[src/rtl/disp_scan.sv]
// Multiplexed 7-segment scanner with a one-deep, frame-synchronous load buffer.
// Define DISP_SCAN_LZ_BLANK_EN to blank leading zero digits.
module disp_scan #(
    parameter int NUM_DIGITS = 8,
    parameter int SCAN_DIV   = 1024
) (
    input  logic                      clock,
    input  logic                      reset,
    input  logic                      enable,
    input  logic                      load_valid,
    input  logic [4*NUM_DIGITS-1:0]   load_value,
    input  logic [NUM_DIGITS-1:0]     load_dp,
    output logic                      load_ready,
    output logic [7:0]                seg,
    output logic [NUM_DIGITS-1:0]     seg_sel,
    output logic                      frame_start
);

    localparam int IW = $clog2(NUM_DIGITS);
    localparam int PW = $clog2(SCAN_DIV);
    localparam logic [PW-1:0] PCNT_LAST = PW'(SCAN_DIV - 1);
    localparam logic [IW-1:0] IDX_LAST  = IW'(NUM_DIGITS - 1);

    logic [PW-1:0]           pcnt;
    logic [IW-1:0]           idx;
    logic [4*NUM_DIGITS-1:0] disp;
    logic [NUM_DIGITS-1:0]   dp;
    logic [4*NUM_DIGITS-1:0] pend_value;
    logic [NUM_DIGITS-1:0]   pend_dp;
    logic                    pending_full;

    logic                    slot_end;
    logic                    wrap;
    logic                    accept;
    logic [3:0]              nib;
    logic [3:0]              cur_nib;
    logic                    cur_dp;
    logic                    cur_blank;
`ifdef DISP_SCAN_LZ_BLANK_EN
    logic                    zero_run;
`endif

    function automatic logic [6:0] seg7_hex(input logic [3:0] v);
        case (v)
            4'h0: seg7_hex = 7'h3F;
            4'h1: seg7_hex = 7'h06;
            4'h2: seg7_hex = 7'h5B;
            4'h3: seg7_hex = 7'h4F;
            4'h4: seg7_hex = 7'h66;
            4'h5: seg7_hex = 7'h6D;
            4'h6: seg7_hex = 7'h7D;
            4'h7: seg7_hex = 7'h07;
            4'h8: seg7_hex = 7'h7F;
            4'h9: seg7_hex = 7'h6F;
            4'hA: seg7_hex = 7'h77;
            4'hB: seg7_hex = 7'h7C;
            4'hC: seg7_hex = 7'h39;
            4'hD: seg7_hex = 7'h5E;
            4'hE: seg7_hex = 7'h79;
            default: seg7_hex = 7'h71;
        endcase
    endfunction

    assign slot_end   = enable && (pcnt == PCNT_LAST);
    assign wrap       = slot_end && (idx == IDX_LAST);
    assign load_ready = !pending_full;
    assign accept     = load_valid && load_ready;

    always_ff @(posedge clock or negedge reset) begin
        if (!reset) begin
            pcnt <= '0;
            idx  <= '0;
        end else if (enable) begin
            if (pcnt == PCNT_LAST) begin
                pcnt <= '0;
                idx  <= (idx == IDX_LAST) ? '0 : idx + 1'b1;
            end else begin
                pcnt <= pcnt + 1'b1;
            end
        end
    end

    // accept needs !pending_full, so it can never coincide with a frame-boundary copy
    always_ff @(posedge clock or negedge reset) begin
        if (!reset) begin
            disp         <= '0;
            dp           <= '0;
            pend_value   <= '0;
            pend_dp      <= '0;
            pending_full <= 1'b0;
        end else if (accept) begin
            pend_value   <= load_value;
            pend_dp      <= load_dp;
            pending_full <= 1'b1;
        end else if (wrap && pending_full) begin
            disp         <= pend_value;
            dp           <= pend_dp;
            pending_full <= 1'b0;
        end
    end

    always_comb begin
        nib       = '0;
        cur_nib   = '0;
        cur_dp    = 1'b0;
        cur_blank = 1'b0;
`ifdef DISP_SCAN_LZ_BLANK_EN
        zero_run  = 1'b1;
`endif
        for (int unsigned i = 0; i < NUM_DIGITS; i++) begin
            nib = disp[4*(NUM_DIGITS-1-i) +: 4];
`ifdef DISP_SCAN_LZ_BLANK_EN
            zero_run = zero_run && (nib == 4'h0);
`endif
            if (idx == IW'(i)) begin
                cur_nib = nib;
                cur_dp  = dp[i];
`ifdef DISP_SCAN_LZ_BLANK_EN
                cur_blank = zero_run && (i != NUM_DIGITS - 1);
`endif
            end
        end
    end

    always_ff @(posedge clock or negedge reset) begin
        if (!reset) begin
            seg         <= '0;
            seg_sel     <= '0;
            frame_start <= 1'b0;
        end else begin
            frame_start <= wrap;
            if (enable) begin
                seg_sel <= NUM_DIGITS'(1) << idx;
                seg     <= {cur_dp, cur_blank ? 7'h00 : seg7_hex(cur_nib)};
            end else begin
                seg_sel <= '0;
                seg     <= '0;
            end
        end
    end

endmodule

[config.mk]
export PLATFORM = sky130hd
export DESIGN_NAME = disp_scan
export DESIGN_NICKNAME = d
export VERILOG_FILES = /design/src/rtl/disp_scan.sv
export SDC_FILE = /design/constraint.sdc
export NUM_CORES = 1
export LEC_CHECK = 0
export ABC_AREA = 0
export CAP_MARGIN = 15
export CORE_AREA = 2 2 101 103
export DETAILED_ROUTE_END_ITERATION = 10
export DIE_AREA = 0 0 103 105
export PLACE_DENSITY_LB_ADDON = 0.05
export RECOVER_POWER = 100
export SYNTH_ARGS = -nofsm -noshare
export SYNTH_HDL_FRONTEND = slang
export SYNTH_SLANG_ARGS = --single-unit
[constraint.sdc]
create_clock -name clock -period 6 [get_ports clock]
set_input_delay 0.9 -clock clock [delete_from_list [all_inputs] [get_ports clock]]
set_output_delay 0.9 -clock clock [all_outputs]
set_load 0.1 [all_outputs]
# Word-level counts from Yosys, hierarchy flattened
# Memory sizes are Yosys's and may differ from the RTL's.
# Index checks and enable logic that the tools add are counted.
word_totals:
  ff_bits: 111
  latchBits: 0
  ram_bits: 0
  mem_bits_ro: 112
  memories: 1
classes:
  addsub: 2
  n_mul: 0
  n_div: 0
  magnitude_cmp: 0
  n_eq_ne: 8
  n_shift: 1
  mux: 22
  n_bitwise: 1
  n_reduce_logical: 9
mem_list:
  columns: ["memory", "words", "width", "read_ports", "rd_ports_with_merged_regs", "wr", "line", "text"]
  rows:
  - ["(no name shown)", 16, 7, 1, 0, 0, "44", "case (v)"]
ops:
  columns: ["op", "n"]
  rows:
  - ["$mux W4", 8]
  - ["$mux W8", 2]
  - ["$eq A3 B3 Y1 const B", 4]
  - ["$add A10 B1 Y10 const B", 1]
  - ["$eq A10 B10 Y1 const B", 1]
  - ["$mux W1", 10]
  - ["$mux W10", 1]
  - ["$shl A1 B3 Y8 const A", 1]
  - ["$eq A3 B2 Y1 const B", 2]
  - ["$logic_and A1 B1 Y1", 4]
  - ["$reduce_and A2 Y1", 2]
  - ["$add A3 B1 Y3 const B", 1]
  - ["$eq A3 B1 Y1 const B", 1]
  - ["$logic_not A3 Y1", 1]
  - ["$mux W3", 1]
  - ["$reduce_bool A2 Y1", 1]
  - ["$logic_not A1 Y1", 1]
  - ["$not A1 Y1", 1]

# Depth between registers and ports, before layout
# An unclocked memory read counts as a cell.
depth:
  word_depth: 11
  ltp_mapped: 14
  depth_no_buf: 11

# Least setup slack after synthesis
# OpenSTA, ideal clock, no wires.
synth_path:
  path_kind: "flip-flop to flip-flop"
  startpoint: "register idx[2]"
  endpoint: "register seg[3]"
  arrival_ps: 2792
  t_required_ps: 5932
  path_slack_ps: 3141
  path_stages_with_launch: 14
  path_buffers: 3
  period_less_slack_ps: 2859
  path_cell_list: "dfrtp_1 buf_4 buf_2 inv_1 ha_1 buf_4 nor2_1 a221oi_2 nand2_1 a221o_2 ha_1 a21oi_1 a2111oi_0 a41o_1"
synth_between:
  elab_chain_cells: 11
  word_cells_on_any_way: 18
synth_lines:
  columns: ["element", "line", "text"]
  rows:
  - ["start: declaration", "25", "logic [IW-1:0] idx;"]
  - ["start signal: assignment", "76", "idx <= (idx == IDX_LAST) ? '0 : idx + 1'b1;"]
  - ["$logic_not A3 Y1", "115", "if (idx == IW'(i)) begin"]
  - ["$mux W4 (7 in a row)", "115", null]
  - ["$mux W4 (*)", "115", null]
  - ["$mem_v2 Z16 W7 (*)", null, null]
  - ["$mux W8 (*)", "132", "if (enable) begin"]
  - ["end signal: assignment", "134", "seg <= {cur_dp, cur_blank ? 7'h00 : seg7_hex(cur_nib)};"]
  - ["end: declaration", "14", "output logic [7:0] seg,"]
# Mark *: on every way between the ends. The rest lies on a longest branch, timed or not.
# A chain may end at the register's enable or synchronous reset.

# Worst setup path in the final report
layout_path:
  startpoint: "input port load_valid"
  endpoint: "register pend_dp[1]"
layout_between:
  elab_chain_cells: 1
layout_lines:
  columns: ["element", "line", "text"]
  rows:
  - ["start: declaration", "10", "input logic load_valid,"]
  - ["$logic_and A1 B1 Y1", "67", "assign accept = load_valid && load_ready;"]
  - ["end signal: assignment", "93", "pend_dp <= load_dp;"]
  - ["end: declaration", "29", "logic [NUM_DIGITS-1:0] pend_dp;"]
# Every way passes these cells.

==> metrics.md <==
| Metric | Value |
|---|---|
| Status | complete, but fails checks |
| Failing checks | capacitance limit, slew limit |
| All-Layer GR Usage | 0.182 |
| Post-cts sizing count | 0 |
| Top cells by area, synth | dfrtp_1, mux2_4, mux2_2, ha_1, nor2b_1 |
| Simple-gate area share of the yosys netlist | 0.0888 |
| Finished Layout Cells | 576 |
| Detailed-route via count | 3096 |
| Worst-path fanout max | 40 |
| Syn avg cell area | 13.5 µm² |
| Gp weighted congestion | 0.871 |
| Share of cells above drive strength 1 | 0.158 |
| Crit Reg-Reg Endpoint | seg[1] |
| Die height | 105 µm |
| Dpl cells | 560 |
| Async set or reset register ratio after synthesis | 1.00 |
| CP Data Required Time | 6.24 ns |
| Post-route ant nets | 0 |
| Layout fillers | 836 |
| Final setup violation count | 0 |
| Hold worst-path end | pcnt[8] |
| Distinct cells, synth | 59 |
| Worst skew pair latency | 0.36 ns |
| Synth Net Count | 443 |
| DRT iter0 DRCs | 97 |
| Global-route wire length before repair | 15.6 mm |
| Slew @ Worst Pin | 3.26 ns |
| LEAKAGE | 2.75 nW |
| Detailed Routing Iterations Pass 1 | 5 |
| Peak VDD IR | 105 µV |
| Synth Area in Compound Gates | 0.0890 |
| Share of the synthesized area in the top cell type | 0.534 |
| Max-slew violations | 95 |
| Min-delay src | pcnt[8] |
| Crit Reg-Reg Startpoint | idx[2] |
| # H-tree levels | 3 |
| Gate Count Post-Synth | 386 |
| Primary FF master, synth | dfrtp_1 |
| Worst min-delay path class | reg -> reg |
| Vias per std cell | 5.38 |
| Gr ovfl total | 0 |
| Sequential-to-total area share from yosys stat | 0.534 |
| Mux cell area share after synthesis | 0.207 |
| Final wirelength | 9.11 mm |
| HPWL Detailed | 6.22 mm |
| R2r worst-path depth | 9 |
| XOR/XNOR Fraction of Synth Area | 0.0118 |
| Initial antenna violation count | 0 |
| EDFF count, synth | 0 |
| Die width | 103 µm |
| Arr. time, crit path | 4.37 ns |
| Slew margin rel. | -1.18 |
| Post-synthesis adder-cell area fraction | 0.0313 |
| Clock Pin Slew Worst Setup and Hold Paths | 0.11 ns |
| Clk_skew | 0.0132 ns |
| Row count | 36 |
| Setup TNS Final | 0 ns |
| Synthesized flop and latch total | 111 |
| Vias in the first global route | 3243 |
| Synthesis-to-finish area growth | 13.7% |
| Worst setup EP type | register |
| PD cells | 254 nW/µm² |
| Tmin final | 4.13 ns |
| WL/cell | 15.8 µm |
| I/O pin count | 62 |
| Num CTS Buffers | 9 |
| CP Class | in -> reg |
| Initial Util | 0.540 |
| CTS tree | yes |
| Antenna diodes | 0 |
| Post-synthesis instance area | 5200 µm² |
| Largest net degree at the start of global routing | 60 |
| Die area | 10800 µm² |
| Port Buffer Count | 61 |
| Syn. warnings | 0 |
| Hold Path Stages | 1 |
| Nets | 495 |
| Longest Clk Path Bufs | 2 |
| Final Hold Viols | 0 |
| Worst R2R Setup Slack | 2.37 ns |
| Final period util | 0.688 |
| Total of max-cap violations | 2 |
| CTS Sinks | 111 |
| Drt drc | 0 |
| Hold buffers post-CTS | 0 |
| Root Driver | clkbuf_8 |
| Postcts setup bufs | 0 |
| Peak Freq | 0.242 GHz |
| Core area | 9640 µm² |
| Area leader, netlist | dfrtp_1 |
| Worst Setup Start Kind | primary input |
| Unrepaired setup endpoints after global routing | no |
| Largest family of logic cells by synthesized area | multiplexers |
## cells by family after synthesis
family / count (synthesis)
buffers and inverters: 37
AOI/OAI and AO/OA: 56
DFF: 111
muxes: 83
xor gates and xnor gates: 7
and+or+nand+nor: 79
adders and majority gates: 13
## final cells by class
cell class                 count  area (µm²)  area share
sequential                   111        2780       0.470
multi-input combinational    238        2070       0.349
timing repair buffer          62         609       0.103
tap                          133         166      0.0281
clock buffer                  10         138      0.0233
clock inverter                 6        97.6      0.0165
inverter                      16        60.1      0.0102
## critical path: stages
cell and delay (ns):
dlygate4sd3_1 0.54, nor2b_1 2.40, mux2_2 0.49
## power breakdown
part	switching, mW	total, mW	internal [mW]
Combinational	0.0659	0.142	0.0764
Clock	0.257	0.512	0.254
Sequential	0.0422	0.846	0.804
## metrics by stage
stage,hold WS [ns],worst slack (ns),utilization,area [µm²],power (mW)
global route,0.509,1.33,0.614,5910,1.57
detailed placement,0.456,2.21,0.607,5850,1.01
CTS,0.475,2.39,0.632,6090,1.52
global placement,0.456,2.28,0.607,5850,1.00
floorplan,0.439,3.14,-,5200,0.939
finish,0.467,1.87,0.614,5910,1.50
## registers in the layout, summed over array words and instances, names as in the netlist
signal / flops
disp: 32
pending_full: 1
seg_sel: 8
pend_dp: 8
idx: 3
pend_value: 32
frame_start: 1
dp: 8
seg: 8
pcnt: 10
## per-layer routing
metal,track usage,vias to the layer above,wire [µm]
met3,0.0361,11,334
li1,-,1487,-
met4,0.0479,0,81
met5,0,-,0
met1,0.247,1535,4280
met2,0.299,63,4410
## how the worst max path moves through the flow
| stage | from | to | slack (ns) |
|---|---|---|---|
| finish | load_valid | pend_dp[1] | 1.87 |
| global route | reset | pend_dp[7] | 1.33 |
| CTS | idx[2] | seg[1] | 2.39 |
| detailed placement | enable | dp[3] | 2.21 |
| global placement | enable | dp[2] | 2.28 |
| floorplan | idx[2] | seg[3] | 3.14 |
## Yosys cell counts, drive strengths merged, types with 2 or more instances
cell type and count:
ha 13, a311oi 2, nor4b 2, o41ai 2, mux2 81, a21oi 13
clkbuf 7, a221o 3, buf 14, nor2 11, nand2 16, inv 16
nand2b 2, and3 9, mux2i 2, nor3 5, nor2b 11, nor3b 2
nand3b 4, a221oi 4, o21ai 7, a2111oi 3, nand3 3, and2 8
nand4 2, dfrtp 111, a211oi 8, xor2 3, xnor2 4, and2b 2
## placed cells by master (no fill, tap or decap), types with 3 or more instances in the layout
cell type          n
clkbuf_8          10
nor3_1             5
nand3b_1           4
a211oi_1           7
ha_1              13
inv_1             15
inv_6              3
nand3_1            3
and3_1             9
o21ai_0            6
nor2_1            11
clkdlybuf4s50_1   40
dfrtp_1          111
a21oi_1           13
nor2b_1           11
xnor2_1            4
and2_1             5
mux2_1            40
a221oi_1           3
mux2_2            41
xor2_1             3
nand2_1           15
dlygate4sd3_1     20
(Power assumes the default switching activity.)
